File: src/rtl/hc595_serial_shifter.sv
// Serial back-end for cascaded 74HC595 display drivers: takes one word per
// vld/rdy handshake, shifts it out MSB-first on dio/sclk, then pulses rclk.
module hc595_serial_shifter #(
    parameter int DATA_W  = 16,
    parameter int CLK_DIV = 4
) (
    input  logic              clk,
    input  logic              rst,
    input  logic [DATA_W-1:0] dat,
    input  logic              vld,
    output logic              rdy,
    output logic              done,
    output logic              sclk,
    output logic              rclk,
    output logic              dio
);

    localparam int PH_W  = $clog2(CLK_DIV) + 1;
    localparam int BIT_W = $clog2(DATA_W);
    localparam logic [PH_W-1:0]  PH_LAST = PH_W'(CLK_DIV - 1);
    localparam logic [BIT_W-1:0] BIT_TOP = BIT_W'(DATA_W - 1);

    typedef enum logic [1:0] {
        IDLE,
        SHIFT_LO,
        SHIFT_HI,
        LATCH
    } state_t;

    state_t             state_reg;
    logic [DATA_W-1:0]  shreg_reg;
    logic [BIT_W-1:0]   bit_reg;
    logic [PH_W-1:0]    phase_reg;
    logic               phase_end;

    assign phase_end = (phase_reg == PH_LAST);

    // Every phase (low, high, latch) lasts CLK_DIV cycles; phase_reg restarts at each change.
    always_ff @(posedge clk or negedge rst) begin
        if (!rst) begin
            state_reg <= IDLE;
            shreg_reg <= '0;
            bit_reg   <= '0;
            phase_reg <= '0;
            rdy       <= 1'b0;
            done      <= 1'b0;
            sclk      <= 1'b0;
            rclk      <= 1'b0;
            dio       <= 1'b0;
        end else begin
            done <= 1'b0;
            case (state_reg)
                IDLE: begin
                    sclk      <= 1'b0;
                    rclk      <= 1'b0;
                    phase_reg <= '0;
                    if (rdy && vld) begin
                        shreg_reg <= dat;
                        dio       <= dat[DATA_W-1];
                        bit_reg   <= BIT_TOP;
                        rdy       <= 1'b0;
                        state_reg <= SHIFT_LO;
                    end else begin
                        rdy <= 1'b1;
                    end
                end
                SHIFT_LO: begin
                    if (phase_end) begin
                        phase_reg <= '0;
                        sclk      <= 1'b1;
                        state_reg <= SHIFT_HI;
                    end else begin
                        phase_reg <= phase_reg + 1'b1;
                    end
                end
                SHIFT_HI: begin
                    if (phase_end) begin
                        phase_reg <= '0;
                        sclk      <= 1'b0;
                        shreg_reg <= {shreg_reg[DATA_W-2:0], 1'b0};
                        if (bit_reg == '0) begin
                            rclk      <= 1'b1;
                            state_reg <= LATCH;
                        end else begin
                            // Next bit goes out together with the falling sclk edge.
                            bit_reg   <= bit_reg - 1'b1;
                            dio       <= shreg_reg[DATA_W-2];
                            state_reg <= SHIFT_LO;
                        end
                    end else begin
                        phase_reg <= phase_reg + 1'b1;
                    end
                end
                LATCH: begin
                    if (phase_end) begin
                        phase_reg <= '0;
                        rclk      <= 1'b0;
                        rdy       <= 1'b1;
                        done      <= 1'b1;
                        state_reg <= IDLE;
                    end else begin
                        phase_reg <= phase_reg + 1'b1;
                    end
                end
                default: state_reg <= IDLE;
            endcase
        end
    end

endmodule

File: config.mk
export PLATFORM = sky130hd
export DESIGN_NAME = hc595_serial_shifter
export DESIGN_NICKNAME = d
export VERILOG_FILES = /design/src/rtl/hc595_serial_shifter.sv
export SDC_FILE = /design/constraint.sdc
export NUM_CORES = 1
export LEC_CHECK = 0
export CAP_MARGIN = 20
export CORE_ASPECT_RATIO = 0.5
export CORE_UTILIZATION = 47
export CTS_CLUSTER_DIAMETER = 150
export DETAILED_ROUTE_END_ITERATION = 7
export PLACE_DENSITY = 0.8
export SYNTH_ARGS = -nofsm -noshare
export SYNTH_HDL_FRONTEND = slang
export SYNTH_SLANG_ARGS = --single-unit
File: constraint.sdc
create_clock -name clk -period 1.5 [get_ports clk]
set_input_delay 0.45 -clock clk [delete_from_list [all_inputs] [get_ports clk]]
set_output_delay 0.45 -clock clk [all_outputs]
set_load 0.02 [all_outputs]
* After elaboration in Yosys (flattened, before gate mapping)
Index checks and enable logic that the tools add are counted.
Cells by class: multiplexer cells 29, equal/unequal tests 10, reduce and logical (&&, ||, !) cells 14, add/subtract/negate cells 2
Operator list (count):
- two-way mux 15 bit | 2
- one-hot mux 15 bit (2 select lines) | 1
- two-way mux 4 bit | 3
- inequality test 2 bit (second input constant) | 6
- AND reduction 4 bit | 3
- two-way mux 1 bit | 10
- two-way mux 2 bit | 5
- one-hot mux 2 bit (4 select lines) | 1
- one-hot mux 4 bit (2 select lines) | 1
- one-hot mux 1 bit (3 select lines) | 2
- one-hot mux 3 bit (2 select lines) | 1
- AND reduction 3 bit | 2
- nonzero test 3 bit | 2
- equality test 2 bit (second input constant) | 2
- logical NOT 4 bit | 1
- one-hot mux 1 bit (2 select lines) | 2
- nonzero test 2 bit | 2
- subtractor 4 x 1 -> 4 bit (second input constant) | 1
- adder 3 x 1 -> 3 bit (second input constant) | 1
- equality test 3 x 2 -> 1 bit (second input constant) | 1
- two-way mux 3 bit | 1
- OR reduction 3 bit | 1
- equality test 2 x 1 -> 1 bit (second input constant) | 1
- logical NOT 2 bit | 1
- 2 further kinds | 2
Storage, ports and cells: output and inout bits 5, bits in registers 29, logic and storage cells 64, input port bits 19

* Logic depth before layout (Yosys ltp)
Gate-level depths: netlist (run 1).
depth in word-level cells 4, depth in mapped cells 6, gate-level depth less buffers 5

* Worst setup path after synthesis (run 1)
No wires, ideal clock.
path type register to register, start reg phase_reg[0], end reg shreg_reg[4], library setup time 0.125 ns, slack -0.014 ns, cell stages (with the launch flop) 6, data required time 1.375 ns, arrival time 1.389 ns, path buffers 1, period minus slack after synthesis 1.514 ns, cell sequence dfrtp_1 -> ha_1 -> nor4bb_4 -> or2_1 -> buf_6 -> mux2_4
On the way: cells in the longest elaborated chain, start to end 3
RTL lines:
- start: declaration | line 33 | logic [PH_W-1:0] phase_reg;
- start signal: assignment | line 73 | phase_reg <= phase_reg + 1'b1;
- start signal: assignment | line 91 | phase_reg <= phase_reg + 1'b1;
- start signal: assignment | line 102 | phase_reg <= phase_reg + 1'b1;
- equality test 3 x 2 -> 1 bit | line 36 | assign phase_end = (phase_reg == PH_LAST);
- inequality test 2 bit (no source line)
- AND reduction 3 bit (no source line)
- end signal: assignment | line 58 | shreg_reg <= dat;
- end signal: assignment | line 80 | shreg_reg <= {shreg_reg[DATA_W-2:0], 1'b0};
- end: declaration | line 31 | logic [DATA_W-1:0] shreg_reg;
No other way between the ends. A chain may end at the register's enable or synchronous reset.

* Worst setup path after layout (run 1)
start reg phase_reg[0], end reg bit_reg[3]
On the way: cells in the longest elaborated chain, start to end 3
RTL lines:
- equality test 3 x 2 -> 1 bit | line 36
- inequality test 2 bit (no source line)
- AND reduction 4 bit (no source line)
- end signal: assignment | line 86 | bit_reg <= bit_reg - 1'b1;
- end: declaration | line 32 | logic [BIT_W-1:0] bit_reg;
No other way between the ends.

==> metrics, run 1 <==
outcome finished clean; Via density between 5 and 6; Leak 0.000836 uW; Reg2Reg Launch Point phase_reg[0]; vias in the first global route roughly 1100; Die Span X 82.4 um; power per cell area 1840 nW/um^2; critical path endpoint category flop; area of the multi-input gates slightly below 700 um^2; share of layout cells above drive strength 1 between 20 and 30%; Tcrit/Tclk final 97.4%; sequential fraction of the synthesis area 47.7%; clk sinks 29; Post-DP HPWL 2060 um; PortBufs 23; post-layout minimum cycle time between 1 and 1.5 ns; first-pass GRT wire length between 5000 and 6000 um; Worst Path Max Fanout 9; final slew viol count 0; post-synth cell types 30; final setup vio count 0; RSZ-0062 raised after global routing yes; cell count after synthesis between 100 and 150; Vias 1115; initial core utilization between 40% and 50%; kind of critical path flop to flop; max reg flops 15; hold endpoint rclk; Final Util roughly 64%; register area about 730 um^2; layout filler cell count 260; Synth Warn # 0; Synth-to-Final Area Change 29.1%; RePlAce Congestion 0.793; final hold violation count 0; GRT overflow 0; slew margin rel. 80.6%; Root Buffer clkbuf_8; WL per Instance around 14 um; fmax 0.684 GHz; Crit-path slowest cell dfrtp_1; TritonCTS clock tree built; count of state elements after synthesis 29; CP Launch Point phase_reg[0]; setup TNS 0 ns; post-route antenna net violation count 0; flop2flop setup slack between 0.03 and 0.04 ns; RR Endpoint bit_reg[3]; initial detailed-routing violation count between 50 and 60; mean post-synth cell area between 10 and 15 um^2; largest net degree at the start of global routing 30; die area between 3000 and 4000 um^2; # DRC 0; CTS H-tree depth 2; Slew @ Worst Pin approximately 0.3 ns; commonest cells after routing, fill and taps aside 27 x dfrtp_1, 17 x clkdlybuf4s50_1, 15 x nor3_1, 15 x mux2i_1, 12 x buf_4; Worst Hold Class flop to flop; Mapped Nets approximately 150; # placed instances between 150 and 200; Hold Path Stages 1; R2R depth 5; min-delay src rclk; commonest non-fill, non-tap cell in the layout dfrtp_1; overall power 3600 uW; Arr. time, crit path 1.63 ns; worst-skew pair later-pin latency roughly 0.28 ns; Max Cap Viol 0; Reg clk slew, reported paths 0.06 ns; crit-path max cell delay about 0.38 ns; CP Data Required Time 1.67 ns; Core Rows 14; crit path cell chain ha_2, nor4bb_4, or2_4, buf_6, a22o_1; n_diodes 0; Die H roughly 42 um; clk_skew between 0.005 and 0.006 ns; final wirelength 3000 um; Max VDD drop ~800 uV; Core Area 3050 um^2; I/O pin count 24; Total Routing Usage GR between 20% and 30%; critical path startpoint category flop; final net count between 150 and 200; Final Non-Filler Cells 208; 1st-pass router iterations 4; Post-Synthesis Cell Area ~1500 um^2; clock buffer count from CTS 5; initial antenna violation count 0; CTS max path bufs 2
==> cells in the mapped netlist (all sizes together) <==
cell	count	area, um^2
nor2	3	11.3
nand2b	1	6.26
or2	2	12.5
or3b	1	8.76
a22o	4	35.0
nor4bb	2	50.1
ha	2	25.0
nor3	15	75.1
o2bb2ai	1	8.76
a22oi	2	15.0
o22ai	1	6.26
nand2	4	15.0
mux2	2	30.0
o21ai	3	15.0
dfrtp	29	726
a21o	1	8.76
nor3b	2	15.0
nand3	1	5.00
mux2i	15	150
nor2b	4	32.5
buf	10	105
a21oi	16	118
o41ai	1	8.76
inv	6	22.5
nand3b	2	15.0
==> stage by stage <==
stage	hold WS, ns	cell area, um^2	worst slack (ns)
floorplan	0.154	1520	0.0205
global placement	0.435	1830	-0.352
detailed placement	0.447	1830	-0.393
CTS	0.455	1920	0.0181
global route	0.531	1960	-0.0136
finish	0.516	1960	0.0385
==> worst max-delay path, delay by kind of cell, from the launching register on <==
kind	cells	cell delay (ns)
adders and majority gates	1	0.21
DFF	1	0.38
buffers and inverters	1	0.15
and+or+nand+nor	2	0.42
AOI/OAI and AO/OA	1	0.19
==> repair_timing <==
item,in CTS,in global routing
hold buffers,0,0
setup endpoints to repair,25,9
buffers inserted,0,4
hold endpoints to repair,0,0
pin swaps,3,1
resized for setup,12,2
==> cell families (layout without fill, tap and decap cells) <==
logic type	after synthesis	count (layout)	synth area share (%)
fa+ha+maj	2	2	1.65
compound gates	29	29	14.2
flops	29	29	47.7
buf+inv	16	54	8.39
mux	17	17	11.9
simple gates	37	37	16.2
==> layout make-up <==
type | count | share of cell area, %
flip-flops and latches | 29 | 37.1
multi-input cells | 85 | 34.5
repair buffers | 41 | 20.3
clock buffers | 7 | 4.40
well taps | 40 | 2.55
inverters | 6 | 1.15
==> worst max path at each step <==
stage,to
global placement,shreg_reg[4]
finish,bit_reg[3]
global route,bit_reg[1]
CTS,bit_reg[2]
detailed placement,shreg_reg[4]
floorplan,shreg_reg[4]
==> power by group <==
group	leakage, uW	internal [uW]	switching (uW)
Combinational	0.000465	856	738
Clock	0.0000443	363	276
Sequential	0.000327	1120	248
Total	0.000836	2340	1260
==> routing by layer <==
metal / routed length (um) / GRT usage, % / vias to the layer above
li1: - / - / 544
met1: 1440 / 27.1 / 544
met2: 1420 / 31.7 / 18
met3: 90 / 6.52 / 9
met4: 53 / 6.32 / 0
met5: 0 / 0 / -
Power figures use the tool's default switching activity.
==> inputs of run 2 (changes only) <==
- GPL_TIMING_DRIVEN: unset -> 0
==> run 2 against run 1 <==
Net effect:
- the run now ends with negative setup slack left
- clock skew is 0.00064 ns higher
- non-clock buffer count increased by 5
- final area increased by 4.3%
- register-to-register slack got worse by 0.11 ns
- clock-buffer cell count stayed put
- sequential cell count stayed put
==> metrics, run 2 (same netlist as run 1, synthesis figures left out) <==
WL per Instance 15.3 um (was 14.4 um); overall power 3760 uW (was 3600 uW); outcome finished, violations left (was finished clean); largest net degree at the start of global routing 20 (was 30); final hold violation count 0 (unchanged); Core Rows 14 (unchanged); I/O pin count 24 (unchanged); clk sinks 29 (unchanged); register area 726 um^2 (was 728 um^2); share of layout cells above drive strength 1 30.6% (was 28.0%); Net Switching 1350 uW (was 1260 uW); GRT overflow 0 (unchanged); Final WS setup -0.0709 ns (was 0.0385 ns); layout filler cell count 241 (was 260); Vias 1144 (was 1115); worst-skew pair later-pin latency 0.28 ns (about the same); final wirelength 3260 um (was 3000 um); CP Data Required Time 1.66 ns (was 1.67 ns); Reg2Reg Launch Point state_reg[0] (was phase_reg[0]); Worst Path Max Fanout 8 (was 9); area of the multi-input gates 711 um^2 (was 677 um^2); RR Endpoint shreg_reg[4] (was bit_reg[3]); vias in the first global route 1038 (was 1067); Synth-to-Final Area Change 34.6% (was 29.1%); Arr. time, crit path 1.73 ns (was 1.63 ns); TritonCTS clock tree built (unchanged); critical path startpoint category flop (unchanged); PortBufs 23 (unchanged); CTS H-tree depth 2 (unchanged); CP Launch Point state_reg[0] (was phase_reg[0]); Via density 5.37 (was 5.36); post-route antenna net violation count 0 (unchanged); initial antenna violation count 0 (unchanged); die area 3480 um^2 (unchanged); final setup vio count 1 (was 0); Final Util 67.1% (was 64.4%); slew margin rel. 61.3% (was 80.6%); Slew @ Worst Pin 0.579 ns (was 0.291 ns); Root Buffer clkbuf_8 (unchanged); RSZ-0062 raised after global routing yes (unchanged); Clock power frac 17.4% (was 17.7%); 1st-pass router iterations 4 (unchanged); kind of critical path flop to flop (unchanged); initial core utilization 49.9% (unchanged); CP endpoint shreg_reg[4] (was bit_reg[3]); n_diodes 0 (unchanged); Core Area 3050 um^2 (unchanged); Leak 0.000892 uW (was 0.000836 uW); Reg clk slew, reported paths 0.06 ns (about the same); fmax 0.637 GHz (was 0.684 GHz); Max VDD drop 807 uV (was 802 uV); final slew viol count 0 (unchanged); Post-DP HPWL 2030 um (was 2060 um); # DRC 0 (unchanged); R2R depth 5 (unchanged); commonest non-fill, non-tap cell in the layout dfrtp_1 (unchanged); clk_skew 0.00644 ns (was 0.00580 ns); commonest cells after routing, fill and taps aside 29 x dfrtp_1, 17 x clkdlybuf4s50_1, 15 x nor3_1, 15 x mux2i_1, 14 x buf_4 (was 27 x dfrtp_1, 17 x clkdlybuf4s50_1, 15 x nor3_1, 15 x mux2i_1, 12 x buf_4); Worst Hold Class flop to flop (unchanged); clock buffer count from CTS 5 (unchanged); switch share 36.0% (was 35.0%); max reg flops 15 (unchanged); RePlAce Congestion 0.749 (was 0.793); min-delay src phase_reg[0] (was rclk); failing checks negative setup slack; final net count 194 (was 189); CTS max path bufs 2 (unchanged); Internal Power 2400 uW (was 2340 uW); power per cell area 1840 nW/um^2 (about the same); Tcrit/Tclk final 105% (was 97.4%); Die H 42.2 um (unchanged); Reg power frac 35.6% (was 38.0%); Hold WS 0.517 ns (was 0.516 ns); setup TNS -0.0709 ns (was 0 ns); flop2flop setup slack -0.07 ns (was 0.04 ns); Die Span X 82.4 um (unchanged); critical path endpoint category flop (unchanged); Total Routing Usage GR 21.0% (was 20.4%); initial detailed-routing violation count 45 (was 59); Max Cap Viol 0 (unchanged); post-layout minimum cycle time 1.57 ns (was 1.46 ns); first-pass GRT wire length 5170 um (was 5090 um); part of the power in combinational logic 47.0% (was 44.2%)
-- run 2: cell types whose count changed in the layout (fill, tap and decap cells not counted), moves of 2 or more --
cell / before / now
o21ai_0: 3 / 1
buf_4: 12 / 14
a21oi_1: 6 / 4
buf_6: 4 / 7
o21ai_1: 0 / 2
dfrtp_1: 27 / 29
buf_12: 2 / 0
dfrtp_2: 2 / 0
a21oi_2: 10 / 12
-- run 2: final cells by class --
type,instances,share of cell area [%]
tap,40,2.45
inverter,6,1.10
clock buffer,7,4.22
sequential,29,35.5
multi-input combinational,85,34.7
buffer,10,5.32
timing repair buffer,36,16.7
-- run 2: power by group through the flow --
stage	clock network (uW)	logic (uW)	registers [uW]
6_report	654	1770	1340
5_1_grt	700	1920	1370
4_1_cts	652	1620	1340
3_5_place_dp	0	1570	1320
3_3_place_gp	0	1510	1310
2_1_floorplan	0	1200	1320
-- run 2: how the worst min path moves through the flow --
stage	end	depth (start not counted)
after detailed placement	phase_reg[0]	1
after CTS	phase_reg[0]	1
after global routing	shreg_reg[9]	2
after floorplan	bit_reg[0]	0
final	phase_reg[0]	1
after global placement	phase_reg[0]	1
-- run 2: stage by stage --
stage	setup WS, ns	std cells	area [um^2]
floorplan	0.0205	130	1520
global placement	-0.498	193	1800
detailed placement	-0.462	194	1830
CTS	-0.0578	205	1960
global route	-0.112	213	2050
finish	-0.0709	213	2050
-- run 2: routing by layer --
| metal | global-route usage (%) | routed length [um] | up-vias |
|---|---|---|---|
| li1 | - | - | 551 |
| met1 | 28.2 | 1520 | 560 |
| met2 | 31.1 | 1540 | 26 |
| met3 | 7.17 | 122 | 7 |
| met4 | 8.42 | 73 | 0 |
| met5 | 0 | 0 | - |
-- run 2: worst max-delay path: stages (launching register included) --
cell and delay (ns):
dfrtp_1 0.37, buf_6 0.15, nor4bb_4 0.32, or2_1 0.17, buf_6 0.14, mux2_4 0.30
-- run 2: what timing repair did --
item,in CTS,in global routing
pin swaps,4,0
setup buffers,4,8
gates cloned,0,0
setup endpoints to repair,24,19
gates resized for setup,10,7
hold buffers,0,0
==> inputs of run 3 (changes only) <==
- CTS_CLUSTER_SIZE: unset -> 16
==> results of run 3 <==
Same layout as run 2: the final DEF is identical, and so are final timing and power.
